`src/rtl/rbe_streamer_sched.sv`:
```
// Transfer scheduler for the RBE streamer: one store and three round-robin load requesters
// share the single TCDM path. Optional watchdog: define RBE_STREAMER_SCHED_WATCHDOG_EN.
module rbe_streamer_sched #(
    parameter int unsigned WATCHDOG_CYCLES = 4096
) (
    input  logic       clk_i,
    input  logic       rst_ni,
    input  logic       clear_i,
    input  logic       enable_i,
    input  logic [2:0] ld_req_i,
    input  logic       st_req_i,
    output logic [2:0] ld_done_o,
    output logic       st_done_o,
    input  logic       src_ready_i,
    input  logic       snk_ready_i,
    input  logic       src_done_i,
    input  logic       snk_done_i,
    input  logic       fifo_empty_i,
    output logic       src_start_o,
    output logic       snk_start_o,
    output logic [1:0] ld_which_sel_o,
    output logic       ld_st_sel_o,
    output logic       busy_o,
    output logic       err_o
);

    typedef enum logic [2:0] {IDLE, DRAIN, ISSUE, BUSY, DONE} state_e;

    state_e     state_q, state_d;
    logic [1:0] rr_ptr_q, rr_ptr_d;
    logic       own_st_q, own_st_d;
    logic [1:0] own_ld_q, own_ld_d;
    logic [1:0] which_sel_q, which_sel_d;
    logic       st_sel_q, st_sel_d;

    logic [1:0] rr_pick;
    logic       ld_any, tgt_ready, tgt_done, start_fire, done_fire;

`ifdef RBE_STREAMER_SCHED_WATCHDOG_EN
    logic [31:0] wd_cnt_q, wd_cnt_d;
    logic        err_q, err_d;
`endif

    function automatic logic [1:0] rr_next(input logic [1:0] idx);
        return (idx == 2'd2) ? 2'd0 : idx + 2'd1;
    endfunction

    // First pending load at or after the pointer, wrapping norm -> feat.
    always_comb begin
        logic [1:0] i0, i1, i2;
        i0     = rr_ptr_q;
        i1     = rr_next(i0);
        i2     = rr_next(i1);
        ld_any = |ld_req_i;
        if (ld_req_i[i0])      rr_pick = i0;
        else if (ld_req_i[i1]) rr_pick = i1;
        else                   rr_pick = i2;
    end

    assign tgt_ready  = own_st_q ? snk_ready_i : src_ready_i;
    assign tgt_done   = own_st_q ? snk_done_i  : src_done_i;
    assign start_fire = (state_q == ISSUE) && enable_i && !clear_i && tgt_ready;
    assign done_fire  = (state_q == DONE)  && enable_i && !clear_i;

    assign src_start_o    = start_fire && !own_st_q;
    assign snk_start_o    = start_fire &&  own_st_q;
    assign ld_done_o      = (done_fire && !own_st_q) ? (3'b001 << own_ld_q) : 3'b000;
    assign st_done_o      = done_fire && own_st_q;
    assign ld_which_sel_o = which_sel_q;
    assign ld_st_sel_o    = st_sel_q;
    assign busy_o         = (state_q != IDLE);

    always_comb begin
        // NOTE: every next-state signal starts from its held value so no path infers a latch.
        state_d     = state_q;
        rr_ptr_d    = rr_ptr_q;
        own_st_d    = own_st_q;
        own_ld_d    = own_ld_q;
        which_sel_d = which_sel_q;
        st_sel_d    = st_sel_q;
`ifdef RBE_STREAMER_SCHED_WATCHDOG_EN
        wd_cnt_d    = wd_cnt_q;
        err_d       = err_q;
`endif
        if (enable_i) begin
            case (state_q)
                IDLE: begin
                    if (st_req_i || ld_any) begin
                        own_st_d = st_req_i;
                        own_ld_d = st_req_i ? own_ld_q : rr_pick;
                        if (st_req_i != st_sel_q) begin
                            state_d = DRAIN;
                        end else begin
                            state_d = ISSUE;
                            if (!st_req_i) which_sel_d = rr_pick;
                        end
                    end
                end
                // Selects must not move until the FIFO holds nothing of the old direction.
                DRAIN: begin
                    if (fifo_empty_i) begin
                        st_sel_d = own_st_q;
                        if (!own_st_q) which_sel_d = own_ld_q;
                        state_d = ISSUE;
                    end
                end
                ISSUE: if (start_fire) state_d = BUSY;
                BUSY:  if (tgt_done) state_d = DONE;
                DONE: begin
                    if (!own_st_q) rr_ptr_d = rr_next(own_ld_q);
                    state_d = IDLE;
                end
                default: state_d = IDLE;
            endcase
`ifdef RBE_STREAMER_SCHED_WATCHDOG_EN
            if (state_q == ISSUE || state_q == BUSY) begin
                wd_cnt_d = wd_cnt_q + 32'd1;
                if (wd_cnt_d == WATCHDOG_CYCLES) begin
                    err_d   = 1'b1;
                    state_d = DONE;
                end
            end else if (state_d == ISSUE) begin
                wd_cnt_d = '0;
            end
`endif
        end
    end

    always_ff @(posedge clk_i or negedge rst_ni) begin
        // NOTE: non-blocking assignments so every flop samples the pre-edge values.
        if (!rst_ni) begin
            state_q     <= IDLE;
            rr_ptr_q    <= 2'd0;
            own_st_q    <= 1'b0;
            own_ld_q    <= 2'd0;
            which_sel_q <= 2'd0;
            st_sel_q    <= 1'b0;
`ifdef RBE_STREAMER_SCHED_WATCHDOG_EN
            wd_cnt_q    <= '0;
            err_q       <= 1'b0;
`endif
        end else if (clear_i) begin
            state_q     <= IDLE;
            rr_ptr_q    <= 2'd0;
            own_st_q    <= 1'b0;
            own_ld_q    <= 2'd0;
            which_sel_q <= 2'd0;
            st_sel_q    <= 1'b0;
`ifdef RBE_STREAMER_SCHED_WATCHDOG_EN
            wd_cnt_q    <= '0;
            err_q       <= 1'b0;
`endif
        end else begin
            state_q     <= state_d;
            rr_ptr_q    <= rr_ptr_d;
            own_st_q    <= own_st_d;
            own_ld_q    <= own_ld_d;
            which_sel_q <= which_sel_d;
            st_sel_q    <= st_sel_d;
`ifdef RBE_STREAMER_SCHED_WATCHDOG_EN
            wd_cnt_q    <= wd_cnt_d;
            err_q       <= err_d;
`endif
        end
    end

`ifdef RBE_STREAMER_SCHED_WATCHDOG_EN
    assign err_o = err_q;
`else
    // Without the watchdog the timeout parameter has no effect and the error never rises.
    assign err_o = (WATCHDOG_CYCLES == 32'd0) && 1'b0;
`endif

endmodule

```
`config.mk`:
```
export PLATFORM = sky130hd
export DESIGN_NAME = rbe_streamer_sched
export DESIGN_NICKNAME = d
export VERILOG_FILES = /design/src/rtl/rbe_streamer_sched.sv
export SDC_FILE = /design/constraint.sdc
export NUM_CORES = 1
export LEC_CHECK = 0
export ABC_CLOCK_PERIOD_IN_PS = 4450
export BUFFER_PORTS_ARGS = -buffer_cell sky130_fd_sc_hd__buf_2
export CAP_MARGIN = 15
export CELL_PAD_IN_SITES_DETAIL_PLACEMENT = 1
export CELL_PAD_IN_SITES_GLOBAL_PLACEMENT = 2
export CORE_ASPECT_RATIO = 0.5
export CORE_MARGIN = 1.5
export CORE_UTILIZATION = 30
export CTS_CLUSTER_DIAMETER = 150
export DETAILED_ROUTE_END_ITERATION = 6
export HOLD_SLACK_MARGIN = 0.08
export PLACE_DENSITY = 0.85
export SETUP_SLACK_MARGIN = 0.05
export SLEW_MARGIN = 20
export SYNTH_ARGS = -nofsm -noshare
export SYNTH_HDL_FRONTEND = slang
export SYNTH_SLANG_ARGS = --single-unit
```
`constraint.sdc`:
```
create_clock -name clk_i -period 4.45 [get_ports clk_i]
set_input_delay 0.89 -clock clk_i [delete_from_list [all_inputs] [get_ports clk_i]]
set_output_delay 0.89 -clock clk_i [all_outputs]
set_load 0.05 [all_outputs]
```
==> results.py <==
metrics = {
    "synthesis": {
        "ys_warn_count": 0,
        "synth_top_area_share_pct": 32.6,
        "ys_seq_area_share_pct": 32.6,
        "yosysTopAreaCell": "dfrtp_1",
        "ys_async_sr_fraction_pct": 100,
        "synthesis.area_um2": 845,
        "synth_area_leaders": "dfrtp_1 33%, mux2i_1 8.3%, nor2_1 4.9%",
        "synth_cells": 90,
        "mappedNetlistNets": 103,
        "synthFlopType": "dfrtp_1",
        "yosysUniqueCellTypes": 45,
        "synth-edff-count": 0,
        "syn_avg_cell_area_um2": 9.38,
        "ys_ff_latch": 11,
    },
    "cts": {
        "cts_root_buffer": "clkbuf_8",
        "cts_buffers": 3,
        "cts-htree-levels": 1,
        "clkSinkCount": 11,
        "tritoncts": "yes",
        "postCtsSetupBuffers": 0,
        "clk_pin_slew_worst_paths_ns": 0.05,
        "worstSkewPairLatency_ns": 0.24,
        "cts_resized": 0,
        "cts.path.max_buffers": 2,
        "hold_buffers": 0,
    },
    "setup_path": {
        "cp-start-kind": "input port",
        "cpMostUsedCell": "buf_2",
        "cp_slowest_cell": "nor3b_1",
        "worstPathRequired_ns": 3.56,
        "cpLargestDelayFamily": "simple AND/OR/NAND/NOR gates",
        "cp_max_fo": 13,
        "worstPathCellList": "buf_2 -> nor3b_1 -> and3_1 -> buf_2",
        "path_buf_inv": 2,
        "slowest_delay_ns": 0.39,
        "path_class": "in -> out",
        "end_kind": "output pin",
        "arrival_ns": 1.92,
    },
    "global_route": {
        "grt_max_degree": 14,
        "grt_pass1_wl_um": 3550,
        "antenna_found_initial": 0,
        "grt_util_all_layers_pct": 15.6,
        "grt_overflow": 0,
        "first_global_vias": 719,
    },
    "timing": {
        "report.final.slew_viol_count": 0,
        "finalClockSkew_ns": 0.00381,
        "hold_viol_final": 0,
        "timing.final.crit_share_pct": 63.2,
        "fmax_mhz": 356,
        "hold_ws_ns": 0.469,
        "rsz0062_at_grt": "no",
        "setup_viol_count_final": 0,
        "fin_crit_ns": 2.81,
        "fin_tns_setup_ns": 0,
    },
    "floorplanning": {
        "start_util_pct": 32.1,
        "dieArea_um2": 3160,
        "die_h_um": 40.5,
        "core_um2": 2640,
        "num_io_pins": 24,
        "rows": 13,
        "die_w_um": 78.0,
    },
    "min_path": {
        "hp-class": "reg -> reg",
    },
    "place": {
        "port_buffers": 22,
        "dp_hpwl_um": 1670,
        "gp_routability_congestion": 0.744,
    },
    "power": {
        "p_leak_nw": 0.481,
        "p_per_area_nw_per_um2": 464,
        "vdd_drop_max_mv": 0.113,
        "total_power_mw": 0.464,
    },
    "drt": {
        "first_pass_iters": 4,
        "vias": 763,
        "post_drt_wl_per_cell_um": 14.9,
        "antenna_left": 0,
        "drc": 0,
        "wl_um": 2200,
        "vias_per_cell": 5.19,
        "drt-initial-drc-count": 57,
    },
    "finish": {
        "area_growth_syn_to_layout_pct": 18.4,
        "n_fill_cell": 337,
        "multiInputGateArea_um2": 512,
        "num_antenna_cells": 0,
        "final_util_pct": 37.9,
        "layout.cells.most_common": "buf_2",
        "drive_above_1_share_pct": 32.7,
        "seq_area_um2": 275,
        "final_cell_mix": "22 x buf_2, 11 x nor2_1, 11 x dfrtp_1, 7 x mux2i_1, 5 x nand2_1",
        "fin_nets": 124,
    },
    "job": {
        "drv_cap": 0,
    },
    "outcome": {
        "status": "complete, no violations",
    },
}
==> metal layers <==
metal / GRT usage [%] / part of all wire, %
met5: 0 / 0
met4: 5.36 / 1.1
met3: 5.23 / 4.9
met2: 25.9 / 46
met1: 19.6 / 48
==> worst paths after layout <==
kind / depth (start not counted) / end / from / slack, ns
setup / recovery: 4 / snk_start_o / clear_i / 1.64
hold / removal: 1 / ld_which_sel_o[0] / ld_which_sel_o[0] / 0.47
setup reg to reg: 4 / state_q[0] / state_q[0] / 2.68
hold reg to reg: 1 / ld_which_sel_o[0] / ld_which_sel_o[0] / 0.47
max in group asynchronous: 1 / ld_st_sel_o / rst_ni / 3.70
min in group asynchronous: 1 / ld_which_sel_o[0] / rst_ni / 0.52
==> worst register-to-register path: cells and delay by family, from the launching register on <==
kind            cells  cell delay [ns]
flops               1             0.53
simple gates        1             0.49
compound gates      2             0.47
mux                 1             0.21
==> sequential cells by signal (all words and copies together), names as in the netlist <==
name,cells
state_q,3
ld_which_sel_o,2
own_ld_q,2
rr_ptr_q,2
ld_st_sel_o,1
own_st_q,1
==> through the flow <==
| stage | area (um2) | instances | setup slack (ns) |
|---|---|---|---|
| finish | 1000 | 147 | 1.64 |
| detailed placement | 955 | 143 | 1.64 |
| global placement | 955 | 143 | 1.68 |
| CTS | 1000 | 147 | 1.63 |
| floorplan | 845 | 90 | 1.34 |
| global route | 1000 | 147 | 1.53 |
==> Yosys cell counts (2+ instances only) <==
cell and count:
clkbuf_4 2, mux2i_1 7, o21ai_0 3, and2_1 2, a211oi_1 2, inv_1 3, o2111ai_1 2, nand2_1 5
a22oi_1 2, nor3_1 3, nor3b_1 2, a22o_1 2, dfrtp_1 11, buf_4 2, nor2b_1 2, nor2_1 11
==> where the power goes <==
| group | total, mW | leakage [nW] | internal [mW] | switching, mW |
|---|---|---|---|---|
| combinational | 0.198 | 0.309 | 0.0780 | 0.120 |
| sequential | 0.163 | 0.149 | 0.117 | 0.0454 |
| clock | 0.104 | 0.0228 | 0.0631 | 0.0405 |
| total | 0.464 | 0.481 | 0.259 | 0.206 |
==> area by class of cell <==
class	count	share of cell area (%)
inverters	3	1.13
repair buffers	22	11.0
flip-flops and latches	11	27.5
multi-input cells	70	51.2
clock buffers	4	4.51
well taps	37	4.63
==> logic make-up after synthesis <==
| kind of cell | count (synthesis) | synth area share (%) |
|---|---|---|
| simple gates | 40 | 28.9 |
| compound gates | 20 | 20.6 |
| flops | 11 | 32.6 |
| buf+inv | 9 | 6.81 |
| mux | 8 | 9.63 |
| xor+xnor | 1 | 1.04 |
| other cells | 1 | 0.444 |
Note: power is estimated with default switching activity, not from simulation.
